==> config.mk <==
export PLATFORM = sky130hd
export DESIGN_NAME = hufftree_build
export DESIGN_NICKNAME = d
export VERILOG_FILES = /design/src/rtl/hufftree_build_pkg.sv /design/src/rtl/hufftree_build_bitrev.sv /design/src/rtl/hufftree_build.sv
export SDC_FILE = /design/constraint.sdc
export NUM_CORES = 1
export LEC_CHECK = 0
export CORE_MARGIN = 4
export CORE_UTILIZATION = 45
export DETAILED_ROUTE_END_ITERATION = 12
export HOLD_SLACK_MARGIN = 0.05
export PLACE_DENSITY = 0.73
export REMOVE_ABC_BUFFERS = 1
export SYNTH_ARGS = -nofsm -noshare
export SYNTH_HDL_FRONTEND = slang
export SYNTH_HIERARCHICAL = 1
export SYNTH_SLANG_ARGS = --single-unit
export TNS_END_PERCENT = 1
==> constraint.sdc <==
create_clock -name clk -period 7.1 [get_ports clk]
set_input_delay 1.42 -clock clk [delete_from_list [all_inputs] [get_ports clk]]
set_output_delay 1.42 -clock clk [all_outputs]
set_load 0.05 [all_outputs]
==> src/rtl/hufftree_build_pkg.sv <==
// hufftree_build_pkg: shared FSM encoding and DEFLATE
// constants for the canonical Huffman LUT builder.
package hufftree_build_pkg;

  localparam int LEN_W = 4;
  localparam int DEFLATE_MAX_LEN = 15;

  typedef enum logic [2:0] {
    ST_IDLE  = 3'd0,
    ST_CLEAR = 3'd1,
    ST_COUNT = 3'd2,
    ST_NEXTC = 3'd3,
    ST_ARD   = 3'd4,
    ST_ACHK  = 3'd5,
    ST_FILL  = 3'd6,
    ST_DONE  = 3'd7
  } state_t;

endpackage

==> src/rtl/hufftree_build_bitrev.sv <==
// huff_bitrev: reverse the low len bits of code; upper
// result bits are zero. Ports: code, len in; rev out.
module huff_bitrev
  import hufftree_build_pkg::*;
#(
  parameter int MAX_CODE_LEN = 9
) (
  input  logic [MAX_CODE_LEN-1:0] code,
  input  logic [LEN_W-1:0]        len,
  output logic [MAX_CODE_LEN-1:0] rev
);

  logic [MAX_CODE_LEN-1:0] full;
  logic [LEN_W-1:0]        shamt;

  // Full-width reversal, then drop the bits that
  // came from above position len-1.
  always_comb begin
    full = '0;
    for (int i = 0; i < MAX_CODE_LEN; i++) begin
      full[i] = code[MAX_CODE_LEN-1-i];
    end
    shamt = LEN_W'(MAX_CODE_LEN) - len;
    rev   = full >> shamt;
  end

endmodule

==> src/rtl/hufftree_build.sv <==
// hufftree_build: builds a bit-reversed canonical Huffman
// decode LUT from a code-length table read from a buffer.
// Ports: clk, rst_n, start, abort, num_syms, buff_addr_bias;
// len_rd_addr/len_rd_data length read; lut_wr_en/addr/data
// LUT write; busy, done, err_over, err_len, err_incomplete.
module hufftree_build
  import hufftree_build_pkg::*;
#(
  parameter int MAX_CODE_LEN = 9,
  parameter int SYM_W        = 9
) (
  input  logic                     clk,
  input  logic                     rst_n,
  input  logic                     start,
  input  logic                     abort,
  input  logic [SYM_W:0]           num_syms,
  output logic [SYM_W-1:0]         len_rd_addr,
  input  logic [SYM_W-1:0]         buff_addr_bias,
  input  logic [LEN_W-1:0]         len_rd_data,
  output logic                     lut_wr_en,
  output logic [MAX_CODE_LEN-1:0]  lut_wr_addr,
  output logic [LEN_W+SYM_W-1:0]   lut_wr_data,
  output logic                     busy,
  output logic                     done,
  output logic                     err_over,
  output logic                     err_len,
  output logic                     err_incomplete
);

  localparam int KW = MAX_CODE_LEN;
  localparam int CW = MAX_CODE_LEN + 1;
  localparam int LW = MAX_CODE_LEN + 2;
  localparam int NW = SYM_W + 1;
  localparam int WW = LW + NW + 1;
  localparam logic [LEN_W-1:0] MAXL = LEN_W'(MAX_CODE_LEN);

  state_t state_q, state_d;

  logic [SYM_W-1:0]    bias_q;
  logic [NW-1:0]       nsyms_q;
  logic [NW-1:0]       idx_q;
  logic [NW-1:0]       bl_count [16];
  logic [CW-1:0]       next_code [16];
  logic [CW-1:0]       code_q;
  logic signed [LW-1:0] left_q;
  logic [LEN_W-1:0]    l_q;
  logic [LEN_W-1:0]    len_q;
  logic [KW-1:0]       r_q;
  logic [KW-1:0]       k_q;

  logic                len_ok;
  logic                len_bad;
  logic                last_sym;
  logic [CW-1:0]       code_new;
  logic signed [WW-1:0] left_wide;
  logic                over_now;
  logic                left_pos;
  logic                nextc_last;
  logic [LEN_W-1:0]    fill_shamt;
  logic [CW-1:0]       one_sh;
  logic [KW-1:0]       k_max;
  logic                fill_last;
  logic [KW-1:0]       rev;

  huff_bitrev #(
    .MAX_CODE_LEN(MAX_CODE_LEN)
  ) u_bitrev (
    .code (next_code[len_rd_data][KW-1:0]),
    .len  (len_rd_data),
    .rev  (rev)
  );

  always_comb begin
    len_ok   = (len_rd_data != '0) &&
               (len_rd_data <= MAXL);
    len_bad  = (idx_q != '0) && (len_rd_data > MAXL);
    last_sym = (idx_q + NW'(1)) == nsyms_q;

    code_new = (code_q +
      CW'(bl_count[l_q - LEN_W'(1)])) << 1;

    // left is tracked wide so a huge bl_count can
    // never wrap a negative result back to positive.
    left_wide = $signed(
      {{(WW-LW-1){left_q[LW-1]}}, left_q, 1'b0})
      - $signed({{(WW-NW){1'b0}}, bl_count[l_q]});
    over_now   = left_wide[WW-1];
    left_pos   = !left_wide[WW-1] && (left_wide != '0);
    nextc_last = (l_q == MAXL);

    fill_shamt = MAXL - len_q;
    one_sh     = CW'(1) << fill_shamt;
    k_max      = KW'(one_sh - CW'(1));
    fill_last  = (k_q == k_max);
  end

  always_ff @(posedge clk or negedge rst_n) begin
    if (!rst_n) begin
      state_q <= ST_IDLE;
    end else begin
      state_q <= state_d;
    end
  end

  always_comb begin
    state_d = state_q;
    unique case (state_q)
      ST_IDLE:  if (start) state_d = ST_CLEAR;
      ST_CLEAR: state_d = ST_COUNT;
      ST_COUNT: begin
        if (idx_q == nsyms_q) begin
          state_d = (err_len || len_bad) ?
                    ST_DONE : ST_NEXTC;
        end
      end
      ST_NEXTC: begin
        if (nextc_last) begin
          state_d = (err_over || over_now ||
                     nsyms_q == '0) ?
                    ST_DONE : ST_ARD;
        end
      end
      ST_ARD:   state_d = ST_ACHK;
      ST_ACHK: begin
        if (len_ok)        state_d = ST_FILL;
        else if (last_sym) state_d = ST_DONE;
        else               state_d = ST_ARD;
      end
      ST_FILL: begin
        if (fill_last) begin
          state_d = last_sym ? ST_DONE : ST_ARD;
        end
      end
      ST_DONE:  state_d = ST_IDLE;
      default:  state_d = ST_IDLE;
    endcase
    if (abort) state_d = ST_IDLE;
  end

  always_comb begin
    busy        = (state_q != ST_IDLE);
    done        = (state_q == ST_DONE) && !abort;
    lut_wr_en   = (state_q == ST_FILL) && !abort;
    len_rd_addr = bias_q + idx_q[SYM_W-1:0];
    lut_wr_addr = '0;
    lut_wr_data = '0;
    if (state_q == ST_FILL) begin
      lut_wr_addr = r_q | (k_q << len_q);
      lut_wr_data = {len_q, idx_q[SYM_W-1:0]};
    end
  end

  always_ff @(posedge clk or negedge rst_n) begin
    if (!rst_n) begin
      bias_q         <= '0;
      nsyms_q        <= '0;
      idx_q          <= '0;
      code_q         <= '0;
      left_q         <= '0;
      l_q            <= '0;
      len_q          <= '0;
      r_q            <= '0;
      k_q            <= '0;
      err_over       <= 1'b0;
      err_len        <= 1'b0;
      err_incomplete <= 1'b0;
      for (int i = 0; i < 16; i++) begin
        bl_count[i]  <= '0;
        next_code[i] <= '0;
      end
    end else begin
      case (state_q)
        ST_IDLE: begin
          if (start && !abort) begin
            bias_q  <= buff_addr_bias;
            nsyms_q <= num_syms;
          end
        end
        ST_CLEAR: begin
          for (int i = 0; i < 16; i++) begin
            bl_count[i] <= '0;
          end
          err_over       <= 1'b0;
          err_len        <= 1'b0;
          err_incomplete <= 1'b0;
          idx_q          <= '0;
          code_q         <= '0;
          left_q         <= LW'(1);
          l_q            <= LEN_W'(1);
        end
        ST_COUNT: begin
          // Data seen here belongs to symbol idx_q-1.
          if (idx_q != nsyms_q) idx_q <= idx_q + NW'(1);
          else                  idx_q <= '0;
          if (idx_q != '0) begin
            if (len_rd_data > MAXL) begin
              err_len <= 1'b1;
            end else if (len_rd_data != '0) begin
              bl_count[len_rd_data] <=
                bl_count[len_rd_data] + NW'(1);
            end
          end
        end
        ST_NEXTC: begin
          next_code[l_q] <= code_new;
          code_q         <= code_new;
          left_q         <= left_wide[LW-1:0];
          l_q            <= l_q + LEN_W'(1);
          if (over_now) err_over <= 1'b1;
          if (nextc_last && !err_over &&
              !over_now && left_pos) begin
            err_incomplete <= 1'b1;
          end
        end
        ST_ACHK: begin
          if (len_ok) begin
            next_code[len_rd_data] <=
              next_code[len_rd_data] + CW'(1);
            r_q   <= rev;
            len_q <= len_rd_data;
            k_q   <= '0;
          end else begin
            idx_q <= idx_q + NW'(1);
          end
        end
        ST_FILL: begin
          k_q <= k_q + KW'(1);
          if (fill_last) idx_q <= idx_q + NW'(1);
        end
        default: ;
      endcase
    end
  end

endmodule
==> metrics <==
number of nets in the layout=2033; sw frac=37.1%; pin count of the biggest net entering global routing=between 150 and 200; antenna violation net count after detailed routing=0; clk buf depth=3; DRC=0; MaxCap Viol Count=0; final-report setup violation count=0; RD Place Congestion=approximately 0.9; Row Count=80; per-cell routed wire length=about 23 µm; Clock Tree Root=clkbuf_16; via/cell ratio=between 6 and 7; Synth area leader=dfrtp_1; post-synthesis async set-or-reset flop share=100%; IO Count=64; vias in the first global route=approximately 17000; IO buf count=63; first-pass GRT wire length=between 90000 and 100000 µm; Top FF cell, synth=dfrtp_1; CP Max Fanout=34; yosys warns=6; crit share post-route=approximately four fifths; die width=229 µm; Net Sw Power=between 0.002 and 0.003 W; layout cell share with drive strength beyond 1=roughly 17%; Finished Core Util=slightly above 50%; syn avg cell area=11.1 µm²; Multi-input gate area=around 12000 µm²; CTS buffer count=between 40 and 50; filler instances=4120; initial antenna violation count=1; Reg-to-Reg End=next_code[8]; core footprint=approximately 48000 µm²; hold buffers post-CTS=0; crit path DAT=just over 6 ns; Die ar.=between 50000 and 60000 µm²; dpl hpwl=39100 µm; startpoint class of the critical path=flop; CTS tree=built; Internal Power=just under 0.005 W; die height=between 200 and 250 µm; CP required=about 7.5 ns; register area=9590 µm²; Max Clock Skew=0.0432 ns; Worst Tran Pin Value=between 1 and 1.5 ns; Worst Hold End=next_code[17]; CP Capture Type=flop; Post-synth EDFFs=0; # diodes=0; H-tree Lvls=2; flop2flop setup slack=1.28 ns; initial core utilization=between 40% and 50%; Hold Crit Start=next_code[17]; CTS sink count=between 300 and 400; TritonRoute pass-1 iters=6; Setup Crit Path Kind=flop to flop; worst skew pair latency=0.60 ns; DRT iter0 DRCs=~2000; Post-Syn Area=21900 µm²; Placement Cell Area=between 20000 and 25000 µm²; synth-to-layout area growth=11.6%; sequential share of the synthesized area=43.7%; Synth Instances=approximately 2000; Leakage=a little over 10 nW; clock period minus worst slack=roughly 5.8 ns; FF+latch count, synth=around 380; PostCTS Resize Cnt=0; Peak VDD IR=about 190 µV; ranking of synthesized cells by area=dfrtp_1 (44%), mux4_2 (18%), nand2_1 (5.7%), o21ai_0 (4.1%), nor2b_1 (2.5%); Setup TNS Final=0 ns; highest clock rate=around 170 MHz; power per cell area=~320 nW/µm²; clock edge transition at the registers on the reported setup and hold paths=0.06 ns; Final Hold Fails=0; Synth top area share=between 40% and 50%; Worst Hold Margin=about 0.48 ns; max-slew violation count=0; Post CTS Setup Buffer Count=0; Synth cell types=just over 70; Vias=16969; reg2reg start=l_q[0]; Combinational Power Share=33.8%; Rel. slew slack=7.77%; reg2reg path depth=15; Seq pwr share=between 30% and 40%; total track usage=22.8%; clock group share of total power=between 30% and 40%; post-route cell area=roughly 24000 µm²; HP Class=flop to flop; RSZ-0062 raised after global routing=false; total grt overflow=0; outcome=completed; worst hold path depth=2; final wirelength=between 60000 and 70000 µm
## cells in the final DEF, fill, tap and decap left out, types with 10 or more instances in the layout
cell type / n
a211oi_1: 10
a21oi_1: 44
a31oi_1: 14
and2_1: 28
and3_1: 11
buf_4: 20
clkbuf_16: 45
clkbuf_8: 10
clkdlybuf4s50_1: 58
dfrtp_1: 381
ha_1: 37
inv_1: 39
mux2_2: 32
mux2i_1: 22
mux4_2: 179
nand2_1: 332
nand2b_1: 11
nand3_1: 35
nand4_1: 13
nor2_1: 73
nor2b_1: 86
nor3_1: 19
o21ai_0: 181
o21ai_1: 52
o221ai_1: 55
xnor2_1: 33
xor2_1: 27
## synthesized netlist by cell type, types with 33 or more instances
cell	count
a21oi_1	44
clkbuf_1	88
dfrtp_1	383
ha_1	37
inv_1	39
mux4_2	179
nand2_1	332
nand3_1	35
nor2_1	74
nor2b_1	86
o21ai_0	181
o21ai_1	52
o221ai_1	55
xnor2_1	33
## flip-flops by register name, summed over array words and instances, names as in the netlist
name,flops
bias_q,9
bl_count,160
code_q,7
err_incomplete,1
err_len,1
err_over,1
idx_q,10
k_q,9
l_q,4
left_q,11
len_q,4
next_code,144
nsyms_q,10
r_q,9
state_q,3
## critical path, cell delays in order, from the launching register on
cell	delay, ns
dfrtp_4	0.79
inv_1	0.19
ha_1	1.06
mux4_2	0.42
mux4_1	0.58
ha_1	0.23
inv_1	0.08
fa_1	0.21
nor2b_1	0.06
o21a_1	0.18
o21ai_0	0.16
nand2b_1	0.08
a21oi_1	0.17
xnor2_1	0.11
xnor2_1	1.02
o21ai_0	0.24
## power groups by stage
| stage | Sequential (W) | Clock, W | Combinational, W |
|---|---|---|---|
| floorplan | 0.00275 | 0 | 0.00176 |
| global placement | 0.00275 | 0 | 0.00249 |
| detailed placement | 0.00277 | 0 | 0.00256 |
| CTS | 0.00273 | 0.00241 | 0.00258 |
| global route | 0.00278 | 0.00250 | 0.00282 |
| finish | 0.00274 | 0.00237 | 0.00261 |
## layer usage
| layer | track usage, % | wire length, µm |
|---|---|---|
| met1 | 30.3 | 23500 |
| met2 | 36.5 | 28300 |
| met5 | 0 | 14 |
| met3 | 6.58 | 6360 |
| met4 | 7.41 | 1960 |
## worst max path at each step
stage	start	end	slack, ns	depth (start not counted)
floorplan	l_q[0]	next_code[108]	-0.11	15
global placement	l_q[0]	next_code[158]	1.52	15
detailed placement	l_q[0]	next_code[28]	1.31	15
CTS	l_q[0]	next_code[8]	1.28	15
global route	l_q[0]	next_code[158]	0.90	15
finish	l_q[0]	next_code[8]	1.28	15
## stage by stage
| stage | cells | worst slack [ns] | total power, W |
|---|---|---|---|
| after CTS | 2614 | 1.28 | 0.00773 |
| after detailed placement | 2535 | 1.31 | 0.00533 |
| final | 2614 | 1.28 | 0.00772 |
| after global placement | 2535 | 1.52 | 0.00524 |
| after global routing | 2614 | 0.902 | 0.00809 |
| after floorplan | 1835 | -0.106 | 0.00452 |
## cell families after synthesis
logic type	after synthesis	share of synthesized area, %
muxes	242	22.1
DFF	383	43.7
and+or+nand+nor	639	13.5
buffers and inverters	175	3.41
AOI/OAI and AO/OA	422	11.7
adders and majority gates	40	2.39
xor gates and xnor gates	67	3.17
## final cells by class
| class | instances | share of cell area, % |
|---|---|---|
| Clock buffer | 64 | 5.31 |
| Clock inverter | 15 | 0.865 |
| Inverter | 42 | 0.645 |
| Multi-Input combinational cell | 1410 | 47.4 |
| Sequential cell | 383 | 39.2 |
| Tap cell | 615 | 3.15 |
| Timing Repair Buffer | 85 | 3.38 |
No activity file was read; power rests on OpenSTA's default activity.
